$ cat config.mk
export PLATFORM = sky130hd
export DESIGN_NAME = adder_pipe_ctrl_flat
export DESIGN_NICKNAME = d
export VERILOG_FILES = /design/src/rtl/adder_pipe_ctrl_if.sv /design/src/rtl/adder_pipe_ctrl.sv /design/src/flat_wrapper.sv
export SDC_FILE = /design/constraint.sdc
export NUM_CORES = 1
export LEC_CHECK = 0
export CAP_MARGIN = 20
export CORE_MARGIN = 8
export CORE_UTILIZATION = 50
export CTS_BUF_LIST = sky130_fd_sc_hd__clkbuf_4 sky130_fd_sc_hd__clkbuf_8
export DETAILED_ROUTE_END_ITERATION = 8
export GPL_TIMING_DRIVEN = 0
export HOLD_SLACK_MARGIN = 0.06
export PLACE_DENSITY = 0.95
export REMOVE_ABC_BUFFERS = 1
export SKIP_CTS_REPAIR_TIMING = 1
export SYNTH_ARGS = -nofsm -noshare
export SYNTH_HDL_FRONTEND = slang
export SYNTH_SLANG_ARGS = --single-unit
$ cat constraint.sdc
create_clock -name clk -period 2.25 [get_ports clk]
set_clock_uncertainty 0.1 [all_clocks]
set_input_delay 0.225 -clock clk [delete_from_list [all_inputs] [get_ports clk]]
set_output_delay 0.225 -clock clk [all_outputs]
set_load 0.005 [all_outputs]
$ cat src/rtl/adder_pipe_ctrl_if.sv
// Valid/ready bundle for adder_pipe_ctrl: operand pairs in, sums out.
// The slave modport is the stage itself; the master modport is its producer/consumer.
interface adder_pipe_ctrl_if #(
  parameter int W = 6
);
  logic         in_valid;
  logic         in_ready;
  logic [W-1:0] in_x;
  logic [W-1:0] in_y;
  logic         out_valid;
  logic         out_ready;
  logic [W:0]   out_sum;

  modport slave (
    input  in_valid, in_x, in_y, out_ready,
    output in_ready, out_valid, out_sum
  );

  modport master (
    output in_valid, in_x, in_y, out_ready,
    input  in_ready, out_valid, out_sum
  );
endinterface

$ cat src/rtl/adder_pipe_ctrl.sv
// Operand register + result FIFO around an external combinational adder.
// Optional build macro ADDER_CHECK_EN adds a sticky behavioural sum check on err_flag.
module adder_pipe_ctrl #(
  parameter int W     = 6,
  parameter int DEPTH = 2
) (
  input  logic              clk,
  input  logic              rst_n,
  adder_pipe_ctrl_if.slave  bus,
  output logic [W-1:0]      add_x,
  output logic [W-1:0]      add_y,
  input  logic [W:0]        add_s,
  output logic              err_flag
);
  localparam int PW = (DEPTH > 1) ? $clog2(DEPTH) : 1;
  localparam int CW = $clog2(DEPTH + 1);

  logic          op_vld_q, op_vld_d;
  logic [W-1:0]  add_x_q, add_x_d;
  logic [W-1:0]  add_y_q, add_y_d;
  logic [PW-1:0] wr_ptr_q, wr_ptr_d;
  logic [PW-1:0] rd_ptr_q, rd_ptr_d;
  logic [CW-1:0] count_q, count_d;
  logic [W:0]    mem_q [DEPTH];
  logic [W:0]    mem_d [DEPTH];

  logic push, in_fire, out_fire, out_valid;

  always_comb begin
    out_valid = (count_q != '0);
    out_fire  = out_valid & bus.out_ready;
    // A full FIFO can still accept the sum when its head leaves this cycle.
    push      = op_vld_q & ((count_q < CW'(DEPTH)) | out_fire);
    in_fire   = bus.in_valid & (~op_vld_q | push);
  end

  always_comb begin
    op_vld_d = op_vld_q;
    add_x_d  = add_x_q;
    add_y_d  = add_y_q;
    wr_ptr_d = wr_ptr_q + PW'(push);
    rd_ptr_d = rd_ptr_q + PW'(out_fire);
    count_d  = count_q + CW'(push) - CW'(out_fire);
    mem_d    = mem_q;
    if (in_fire) begin
      op_vld_d = 1'b1;
      add_x_d  = bus.in_x;
      add_y_d  = bus.in_y;
    end else if (push) begin
      op_vld_d = 1'b0;
    end
    if (push) mem_d[wr_ptr_q] = add_s;
  end

  // Stage boundary: operand register and FIFO control
  always_ff @(posedge clk or negedge rst_n) begin
    if (!rst_n) begin
      op_vld_q <= 1'b0;
      add_x_q  <= '0;
      add_y_q  <= '0;
      wr_ptr_q <= '0;
      rd_ptr_q <= '0;
      count_q  <= '0;
    end else begin
      op_vld_q <= op_vld_d;
      add_x_q  <= add_x_d;
      add_y_q  <= add_y_d;
      wr_ptr_q <= wr_ptr_d;
      rd_ptr_q <= rd_ptr_d;
      count_q  <= count_d;
    end
  end

  // Stage boundary: FIFO storage (contents are masked by count, so no reset)
  always_ff @(posedge clk) begin
    mem_q <= mem_d;
  end

  assign add_x         = add_x_q;
  assign add_y         = add_y_q;
  assign bus.in_ready  = ~op_vld_q | push;
  assign bus.out_valid = out_valid;
  assign bus.out_sum   = out_valid ? mem_q[rd_ptr_q] : '0;

`ifdef ADDER_CHECK_EN
  logic       err_q, err_d;
  logic [W:0] ref_sum;

  always_comb begin
    ref_sum = {1'b0, add_x_q} + {1'b0, add_y_q};
    err_d   = err_q | (push & (add_s != ref_sum));
  end

  always_ff @(posedge clk or negedge rst_n) begin
    if (!rst_n) err_q <= 1'b0;
    else        err_q <= err_d;
  end

  assign err_flag = err_q;
`else
  assign err_flag = 1'b0;
`endif

endmodule
$ cat src/flat_wrapper.sv
// flat-port wrapper written by rule: the top's interface ports become plain ports
module adder_pipe_ctrl_flat 
#(
  parameter int W     = 6,
  parameter int DEPTH = 2
)
  (clk, rst_n, add_x, add_y, add_s, err_flag, bus_in_valid, bus_in_x, bus_in_y, bus_out_ready, bus_in_ready, bus_out_valid, bus_out_sum);
  adder_pipe_ctrl_if #(.W(W)) bus_i ();
  input  logic clk;
  input  logic rst_n;
  output logic [W-1:0] add_x;
  output logic [W-1:0] add_y;
  input  logic [W:0] add_s;
  output logic err_flag;
  input wire logic [$bits(bus_i.in_valid)-1:0] bus_in_valid;
  input wire logic [$bits(bus_i.in_x)-1:0] bus_in_x;
  input wire logic [$bits(bus_i.in_y)-1:0] bus_in_y;
  input wire logic [$bits(bus_i.out_ready)-1:0] bus_out_ready;
  output wire logic [$bits(bus_i.in_ready)-1:0] bus_in_ready;
  output wire logic [$bits(bus_i.out_valid)-1:0] bus_out_valid;
  output wire logic [$bits(bus_i.out_sum)-1:0] bus_out_sum;
  assign bus_i.in_valid = bus_in_valid;
  assign bus_i.in_x = bus_in_x;
  assign bus_i.in_y = bus_in_y;
  assign bus_i.out_ready = bus_out_ready;
  assign bus_in_ready = bus_i.in_ready;
  assign bus_out_valid = bus_i.out_valid;
  assign bus_out_sum = bus_i.out_sum;
  adder_pipe_ctrl #(.W(W), .DEPTH(DEPTH)) u_core (.clk(clk), .rst_n(rst_n), .bus(bus_i), .add_x(add_x), .add_y(add_y), .add_s(add_s), .err_flag(err_flag));
endmodule
==> flow_summary.yaml <==
global_route:
  overflow: 0
  antenna_found_initial: 0
  grt_use_total: 0.118
  grt_pass1_vias: 859
  grt_max_degree: 18
  grt_pass1_wl_um: 3870
setup_path:
  r2r_cells: 2
  end_kind: "output port"
  r2r_end: "u_core.mem_q[2]"
  cp.arrival_ns: 1.75
  critPathMaxFanout: 8
  criticalPathCategory: "flip-flop to output port"
  r2r_slack_ns: 0.53
  slowest_delay_ns: 0.47
  cpMostUsedCell: "nor2_1"
  regToRegStartpoint: "u_core.count_q[1]"
  crit_chain: "nor2_1, nor2_1, clkdlybuf4s50_1"
  start_kind: "flip-flop"
  critical_path_required_ns: 1.92
  crit_slowest_cell: "clkdlybuf4s50_1"
detailed_routing:
  drc_errors: 0
  dr.pass1.iters: 4
  route.vias.total: 763
  drtIter0Drc: 18
  wirelength_um: 2400
  ant_nets: 0
  via_per_inst: 4.86
  wl_per_cell_um: 15.3
pwr:
  irDropWorstVdd_mv: 0.697
  power_mw: 1.76
  power.density_mw_per_mm2: 987
  p_leak_nw: 0.768
clock_network:
  cts_sinks: 31
  htree_levels: 2
  clk-insertion-delay-late_ns: 0.32
  cts_buffers: 5
  cts_tree: "built"
  clock_path_buffers: 2
  clk_pin_slew_ns: 0.09
  clockRootBuffer: "clkbuf_4"
timing:
  final_hold_viol_count: 0
  setup_ws_ns: 0.177
  post-route-period-util: 0.921
  max_freq_mhz: 482
  setup_tns_ns: 0
  tightest_slew_ns: 0.770
  min_period_ns: 2.07
  slew-limit-headroom: 0.485
  setup_viol: 0
  slew_viol_final: 0
  rsz0062_at_grt: "false"
placement:
  place.gp.congestion: 0.695
  portBuffers: 43
  dp.cells: 149
  dp_hpwl_um: 1910
  dp_worst_setup_slack_ns: 0.150
die:
  die_w_um: 66.9
  initial_utilization: 0.523
  num_rows: 18
  ios: 45
  coreArea_sq_mm: 0.00248
  die_h_um: 66.9
  dieArea_sq_mm: 0.00447
logic_synthesis:
  yosysWarningCount: 0
  synth_top_family_by_area: "multiplexers"
  synth_mux_area_frac: 0.195
  synth-xor-area-share: 0.0135
  post_synth.cell_area_avg_sq_um: 16.4
  synth_fa_ha_area_frac: 0.0290
  ys_ff_latch: 31
  netlist_instances: 79
  yosysUniqueCellTypes: 19
  synth_compound_area_frac: 0.0135
  syn_area_sq_mm: 0.00129
  seq_area_frac_synth: 0.653
  synth_simple_gate_area_frac: 0.0560
layout:
  drive_above_1_share: 0.157
  antenna_cells: 0
  area_growth_pct: 37.7
  nets: 152
  fin_cells: 157
worst_hold_path:
  hp-class: "input pin to asynchronous set/reset pin"
outcome:
  run_status: "complete, no violations"
job:
  cap_violations: 0
[cells in the final DEF (no fill, tap or decap), drive strengths merged]
cell,instances
clkdlybuf4s50,43
dfrtp,17
edfxtp,14
mux2,12
nor2,8
mux2i,8
clkbuf,6
inv,4
ha,3
o21ai,2
xnor2,2
clkinv,2
nand2,2
a21boi,1
nand3b,1
or2b,1
conb,1
[per-layer routing]
metal / wire length [um] / global-route usage / share of wire / up-vias
met5: 0 / 0 / 0 / -
met4: 54 / 0.0548 / 0.023 / 0
met3: 305 / 0.0721 / 0.13 / 7
met2: 1070 / 0.186 / 0.44 / 43
met1: 973 / 0.120 / 0.41 / 349
li1: - / - / - / 364
[registers in the layout, summed over array words and instances (netlist names)]
signal / cells
u_core.add_x: 6
u_core.rd_ptr_q: 1
u_core.wr_ptr_q: 1
u_core.add_y: 6
u_core.mem_q: 14
u_core.op_vld_q: 1
u_core.count_q: 2
[area by class of cell]
cell class / instances / area, sq um
Timing Repair Buffer: 43 / 430
Sequential cell: 31 / 846
Multi-Input combinational cell: 41 / 402
Clock buffer: 6 / 45.0
Inverter: 4 / 15.0
Clock inverter: 2 / 7.51
Tap cell: 30 / 37.5
Fill cell: 174 / 694
[logic make-up after synthesis]
logic type                 count (synthesis)
and+or+nand+nor                           12
xor gates and xnor gates                   2
DFF                                       31
other                                      1
buffers and inverters                      7
AOI/OAI and AO/OA                          3
adders and majority gates                  3
muxes                                     20
[through the flow]
step | cell area, sq um | hold WS (ns) | util
after global placement | 1730 | 0.388 | 0.698
after global routing | 1780 | 0.298 | 0.720
final | 1780 | 0.252 | 0.720
after detailed placement | 1730 | 0.394 | 0.698
after CTS | 1780 | 0.264 | 0.720
after floorplan | 1260 | -0.171 | -
[report_power, final]
part / internal (mW) / leakage, nW / switching [mW]
sequential: 0.738 / 0.330 / 0.103
combinational: 0.401 / 0.408 / 0.226
clock: 0.127 / 0.0307 / 0.164
total: 1.27 / 0.768 / 0.493
[critical path, delay by kind of cell (launching register included)]
family / cells / cell delay [ns]
buffers and inverters: 1 / 0.47
DFF: 1 / 0.45
and+or+nand+nor: 2 / 0.51
[cells in the mapped netlist, drive strengths merged]
master,number,share of area
dfrtp,17,0.33
edfxtp,14,0.32
mux2,12,0.13
mux2i,8,0.062
nor2,8,0.023
inv,4,0.012
buf,3,0.025
ha,3,0.029
nand2,2,0.012
o21ai,2,0.0077
xnor2,2,0.014
a21boi,1,0.0058
conb,1,0.0029
nand3b,1,0.015
or2b,1,0.0058
[worst max path at each step]
stage	startpoint	end	slack [ns]	cells past startpoint
floorplan	u_core.count_q[1]	u_core.mem_q[0]	0.75	2
global placement	bus_out_ready	u_core.mem_q[8]	0.25	4
detailed placement	bus_out_ready	u_core.mem_q[2]	0.15	4
CTS	u_core.count_q[1]	bus_out_sum[6]	0.15	3
global route	u_core.count_q[1]	bus_out_sum[0]	0.05	3
finish	u_core.count_q[1]	bus_out_sum[6]	0.18	3
No activity file was read; power rests on OpenSTA's default activity.
